<file path="src/rtl/inst_fetch_unit.sv">
// ---------------------------------------------------------------------------
// inst_fetch_unit
//   Instruction-fetch stage. Holds the PC, drives the instruction ROM
//   (combinational read, same-cycle answer) and registers each fetched word,
//   together with its PC, into the IF/ID outputs consumed by decode.
//   Supports ID stalls, MIPS branches with a delay slot, pipeline flushes and
//   flags misaligned or out-of-range fetch addresses.
//
// Ports
//   clk              system clock, rising edge
//   rst              asynchronous active-low reset
//   stall_i          hold PC and IF/ID outputs
//   branch_flag_i    branch resolved in ID; redirect after the delay slot
//   branch_target_i  branch target byte address
//   flush_i          exception/ERET flush; redirect immediately
//   flush_pc_i       flush redirect address
//   rom_ce_o         ROM chip enable
//   rom_addr_o       ROM byte address (the PC register)
//   rom_inst_i       ROM instruction word, valid in the same cycle
//   id_pc_o          PC of the instruction presented to ID
//   id_inst_o        instruction presented to ID
//   id_valid_o       id_* hold a real instruction
//   id_adel_o        presented fetch had a bad PC (address error on load)
//   dbg_state_o      FSM state (0 = S_BOOT, 1 = S_RUN)
//
// Handshake: there is no valid/ready pair toward the ROM; the ROM answers
// whenever rom_ce_o is high. Toward ID, stall_i is the back-pressure signal:
// while it is high the IF/ID register and the PC hold their values.
// ---------------------------------------------------------------------------
module inst_fetch_unit #(
   parameter logic [31:0] RESET_PC       = 32'h0000_0000,
   parameter int          ROM_WORDS_LOG2 = 10
) (
   input  logic        clk,
   input  logic        rst,
   input  logic        stall_i,
   input  logic        branch_flag_i,
   input  logic [31:0] branch_target_i,
   input  logic        flush_i,
   input  logic [31:0] flush_pc_i,
   output logic        rom_ce_o,
   output logic [31:0] rom_addr_o,
   input  logic [31:0] rom_inst_i,
   output logic [31:0] id_pc_o,
   output logic [31:0] id_inst_o,
   output logic        id_valid_o,
   output logic        id_adel_o,
   output logic        dbg_state_o
);

   typedef enum logic {
      S_BOOT = 1'b0,
      S_RUN  = 1'b1
   } state_e;

   state_e      state_q, state_d;
   logic [31:0] pc_q, pc_d;
   logic [31:0] id_pc_q, id_pc_d;
   logic [31:0] id_inst_q, id_inst_d;
   logic        id_valid_q, id_valid_d;
   logic        id_adel_q, id_adel_d;
   logic        bad_pc;

   // Misaligned, or any bit above the ROM's byte-address range is set.
   // Out-of-range PCs are flagged rather than aliased into the ROM.
   assign bad_pc = (pc_q[1:0] != 2'b00) ||
                   ((pc_q >> (ROM_WORDS_LOG2 + 2)) != 32'd0);

   always_comb begin
      state_d    = state_q;
      pc_d       = pc_q;
      id_pc_d    = id_pc_q;
      id_inst_d  = id_inst_q;
      id_valid_d = id_valid_q;
      id_adel_d  = id_adel_q;

      case (state_q)
         S_BOOT: begin
            // One idle cycle after reset release; redirect inputs ignored.
            state_d = S_RUN;
         end
         S_RUN: begin
            if (flush_i) begin
               // The word being fetched this cycle is dropped.
               pc_d       = flush_pc_i;
               id_inst_d  = 32'd0;
               id_valid_d = 1'b0;
               id_adel_d  = 1'b0;
            end else if (!stall_i) begin
               // A branch seen during a stall is ignored: ID re-asserts it.
               id_pc_d    = pc_q;
               id_inst_d  = bad_pc ? 32'd0 : rom_inst_i;
               id_valid_d = 1'b1;
               id_adel_d  = bad_pc;
               // The word captured alongside a branch is its delay slot.
               pc_d       = branch_flag_i ? branch_target_i : pc_q + 32'd4;
            end
         end
         default: state_d = S_BOOT;
      endcase
   end

   always_ff @(posedge clk or negedge rst) begin
      if (!rst) begin
         state_q    <= S_BOOT;
         pc_q       <= RESET_PC;
         id_pc_q    <= 32'd0;
         id_inst_q  <= 32'd0;
         id_valid_q <= 1'b0;
         id_adel_q  <= 1'b0;
      end else begin
         state_q    <= state_d;
         pc_q       <= pc_d;
         id_pc_q    <= id_pc_d;
         id_inst_q  <= id_inst_d;
         id_valid_q <= id_valid_d;
         id_adel_q  <= id_adel_d;
      end
   end

   assign rom_ce_o    = (state_q == S_RUN) && !bad_pc;
   assign rom_addr_o  = pc_q;
   assign id_pc_o     = id_pc_q;
   assign id_inst_o   = id_inst_q;
   assign id_valid_o  = id_valid_q;
   assign id_adel_o   = id_adel_q;
   assign dbg_state_o = state_q;

endmodule

</file>
<file path="config.mk">
export PLATFORM = sky130hd
export DESIGN_NAME = inst_fetch_unit
export DESIGN_NICKNAME = d
export VERILOG_FILES = /design/src/rtl/inst_fetch_unit.sv
export SDC_FILE = /design/constraint.sdc
export NUM_CORES = 1
export LEC_CHECK = 0
export CAP_MARGIN = 20
export CORE_ASPECT_RATIO = 0.8
export CORE_MARGIN = 5
export CORE_UTILIZATION = 43
export CTS_CLUSTER_SIZE = 8
export DETAILED_ROUTE_END_ITERATION = 8
export PLACE_DENSITY_LB_ADDON = 0.3
export SLEW_MARGIN = 10
export SYNTH_ARGS = -nofsm -noshare
export SYNTH_HDL_FRONTEND = slang
export SYNTH_SLANG_ARGS = --single-unit
</file>
<file path="constraint.sdc">
create_clock -name clk -period 2.25 [get_ports clk]
set_input_delay 0.3375 -clock clk [delete_from_list [all_inputs] [get_ports clk]]
set_output_delay 0.3375 -clock clk [all_outputs]
set_load 0.03 [all_outputs]
</file>
==> results.md <==
• **outcome** finished, violations left
• **failing checks** negative setup slack
• **GPL Wtd Cong** 0.916
• **Final Max Tran Viols** 0
• **area delta synth->final** 54.4%
• **synthesized flop and latch total** 99
• **critical path launch point type** register
• **Die Y** 105 um
• **core area** 11000 um^2
• **average cell area after synthesis** 9.38 um^2
• **unrepaired setup endpoints after global routing** yes
• **Synthesis Warnings** 0
• **TritonCTS clock tree** done
• **cts hold-fix bufs** 0
• **worst clock skew** 0.00500 ns
• **proportion of synthesized flip-flops having asynchronous set or reset** 100%
• **highest ir drop seen on vdd** 0.397 mV
• **proportion of synthesized chip area in sequential cells** 50.9%
• **sequential cell area** 2480 um^2
• **Detail Route Antenna Nets** 0
• **Final Cycle Share** 103%
• **worst-case reg-to-reg path depth** 6
• **EDFF count, synth** 0
• **WP data required** 1.91 ns
• **CP endpoint kind** primary output
• **Min-Delay Path Class** input port to asynchronous set/reset pin
• **endpoints failing setup** 1
• **multi-input combinational cell area** 2190 um^2
• **Cell Count Post-Placement** 861
• **clock insertion delay at the later pin of the skew report** 0.35 ns
• **DRC violations left** 0
• **antenna violations before repair** 0
• **Reg2Reg Setup Slack** 0.19 ns
• **met1 layer wirelength in the final routing** 7.26 mm
• **static leakage** 3.23 nW
• **total via count in the routed design** 4946
• **Cell variety after synth** 48
• **average wire per standard cell** 19.7 um
• **FP Rows** 34
• **routed wire length on met2** 8.19 mm
• **number of hold-slack violations in the final timing report** 0
• **Die Outline Area** 13600 um^2
• **NumNets Final** 833
• **Total Routed Length** 17.3 mm
• **level count of the clock H-tree** 3
• **crit-path max FO** 3
• **clock input transition at the sequential cells of the worst setup and hold paths** 0.07 ns
• **Via density** 5.62
• **Met3 Wirelength** 1.55 mm
• **clock root cell** clkbuf_16
• **Period minus WS final** 2.31 ns
• **post-layout instance area** 7510 um^2
• **cell area after technology mapping** 4870 um^2
• **number of global-route vias before repair** 5054
• **data arrival time of the worst path** 1.97 ns
• **Top Layer Used** met4
• **Synth Flop Type** dfrtp_1
• **Max Clk Rate** 433 MHz
• **startpoint-to-endpoint class of the critical path** register to primary output
• **aggregate negative setup slack** -0.0574 ns
• **initial drt markers** 400
• **chip width** 129 um
• **slew at the pin closest to its max-slew limit** 0.681 ns
• **number of buffers created by CTS** 9
• **layout cell share with drive strength beyond 1** 9.24%
• **total congestion overflow** 0
• **Power per Cell Area** 707 nW/um^2
• **Inserted Diodes** 0
• **pin count of the biggest net entering global routing** 50
• **max_cap viols** 0
• **total global routing track utilization** 25.3%
• **IO Port Bufs** 200
• **worst relative slew slack** 54.6%
• **FILL cells** 874
• **destination of the worst register-to-register timing path** rom_addr_o[24]
• **total number of clock tree sinks** 99
• **Layout Cells excl Fill** 880
• **worst path setup slack after routing** -0.0574 ns
• **syn nets** 621
• **placed inst area** 7200 um^2
• **Synth Instances** 519
• **starting utilization of the core area** 44.3%
• **first-pass iteration count of the detailed router** 5
• **maximum clock insertion buffer count** 2
• **wire length of the first global-routing pass** 27.1 mm
• **detailed placer's ending HPWL** 12.8 mm
• **setup slack at placement** 0.0240 ns
• **worst reg2reg path startpoint** rom_addr_o[3]
• **top-level I/O count** 201
## worst max-delay path, stage by stage, from the launching register on
cell     delay, ns
dfrtp_1       0.38
or4_4         0.55
nor4_4        0.36
and2_4        0.22
buf_12        0.11
## metrics by stage
step / total power (W) / hold WS [ns] / utilization [%]
after detailed placement: 0.00387 / 0.418 / 65.6
after global routing: 0.00553 / 0.0677 / 68.5
final: 0.00531 / 0.0179 / 68.5
after CTS: 0.00532 / 0.0364 / 68.3
after global placement: 0.00383 / 0.408 / 65.6
after floorplan: 0.00298 / 0.0419 / -
## worst max path at each step
stage	start	end	slack, ns	cells after the start
2_1_floorplan	rom_addr_o[17]	rom_ce_o	0.19	4
3_3_place_gp	flush_i	rom_addr_o[21]	0.17	7
3_5_place_dp	flush_i	rom_addr_o[9]	0.02	6
4_1_cts	rom_addr_o[0]	rom_ce_o	-0.06	5
5_1_grt	rom_addr_o[25]	rom_ce_o	-0.11	5
6_report	rom_addr_o[19]	rom_ce_o	-0.06	4
## cells in the mapped netlist, types with 4 or more instances
cell type,count,share of area [%]
xor2_1,8,1.4
buf_1,5,0.39
a221oi_1,8,1.4
nand2_1,116,8.9
o22ai_1,6,0.77
nor3_1,8,0.82
nor2_1,21,1.6
inv_1,8,0.62
dfrtp_1,99,51
a22oi_1,4,0.62
a22o_1,33,5.9
buf_2,4,0.41
o21ai_0,33,3.4
nand3_1,12,1.2
and3_1,14,1.8
o21ai_1,8,0.82
a21oi_1,15,1.5
nand4_1,12,1.5
clkbuf_1,26,2.0
a31oi_1,7,0.90
nor4_1,10,1.3
and2_1,6,0.77
xnor2_1,11,2.0
## metal layers
layer	GRT usage (%)	up-vias
met5	0	-
met4	8.10	0
met3	7.14	25
met2	39.1	239
met1	34.4	2397
li1	-	2285
## timing repair
item,CTS,global route
gates resized for setup,2,2
setup buffers,3,0
pin swaps,3,2
setup endpoints to repair,1,1
## registers in the layout (all words and copies together), names as in the netlist
name and cells:
dbg_state_o 1, id_adel_o 1, id_inst_o 32, id_pc_o 32, id_valid_o 1, rom_addr_o 32
## area by class of cell
cell class | instances | share of cell area (%)
Tap cell | 144 | 2.40
Sequential cell | 99 | 33.0
Multi-Input combinational cell | 372 | 29.1
Clock inverter | 5 | 0.516
Timing Repair Buffer | 241 | 31.5
Clock buffer | 11 | 3.10
Inverter | 8 | 0.400
## kinds of logic (layout without fill, tap and decap cells)
logic type               after synthesis  count (layout)  share of synthesized area [%]
AND/OR/NAND/NOR                      213             213                           20.9
AO/OA/AOI/OAI                        135             135                           19.0
flip-flops                            99              99                           50.9
buffers and inverters                 48             265                           4.81
XOR/XNOR                              19              19                           3.42
multiplexers                           3               3                          0.617
adder cells (fa/ha/maj)                1               1                          0.257
other                                  1               1                         0.0771
## power breakdown
group	leakage (nW)	internal (W)	switching, W
Combinational	1.83	0.000756	0.000960
Clock	0.118	0.000755	0.000690
Sequential	1.28	0.00197	0.000181
## cell usage in the layout (no fill, tap or decap), drive strengths merged, types with 4 or more instances in the layout
cell / n
nor3: 9
a22oi: 4
xnor2: 11
o21ai: 41
a22o: 33
and2: 6
a21oi: 15
nand2: 116
nor4: 12
clkbuf: 11
dfrtp: 99
clkinvlp: 4
xor2: 8
inv: 9
nand3: 13
a221oi: 8
buf: 43
a31oi: 7
nand4: 12
o22ai: 6
nor2: 21
and3: 14
clkdlybuf4s50: 198
Power figures use the tool's default switching activity.
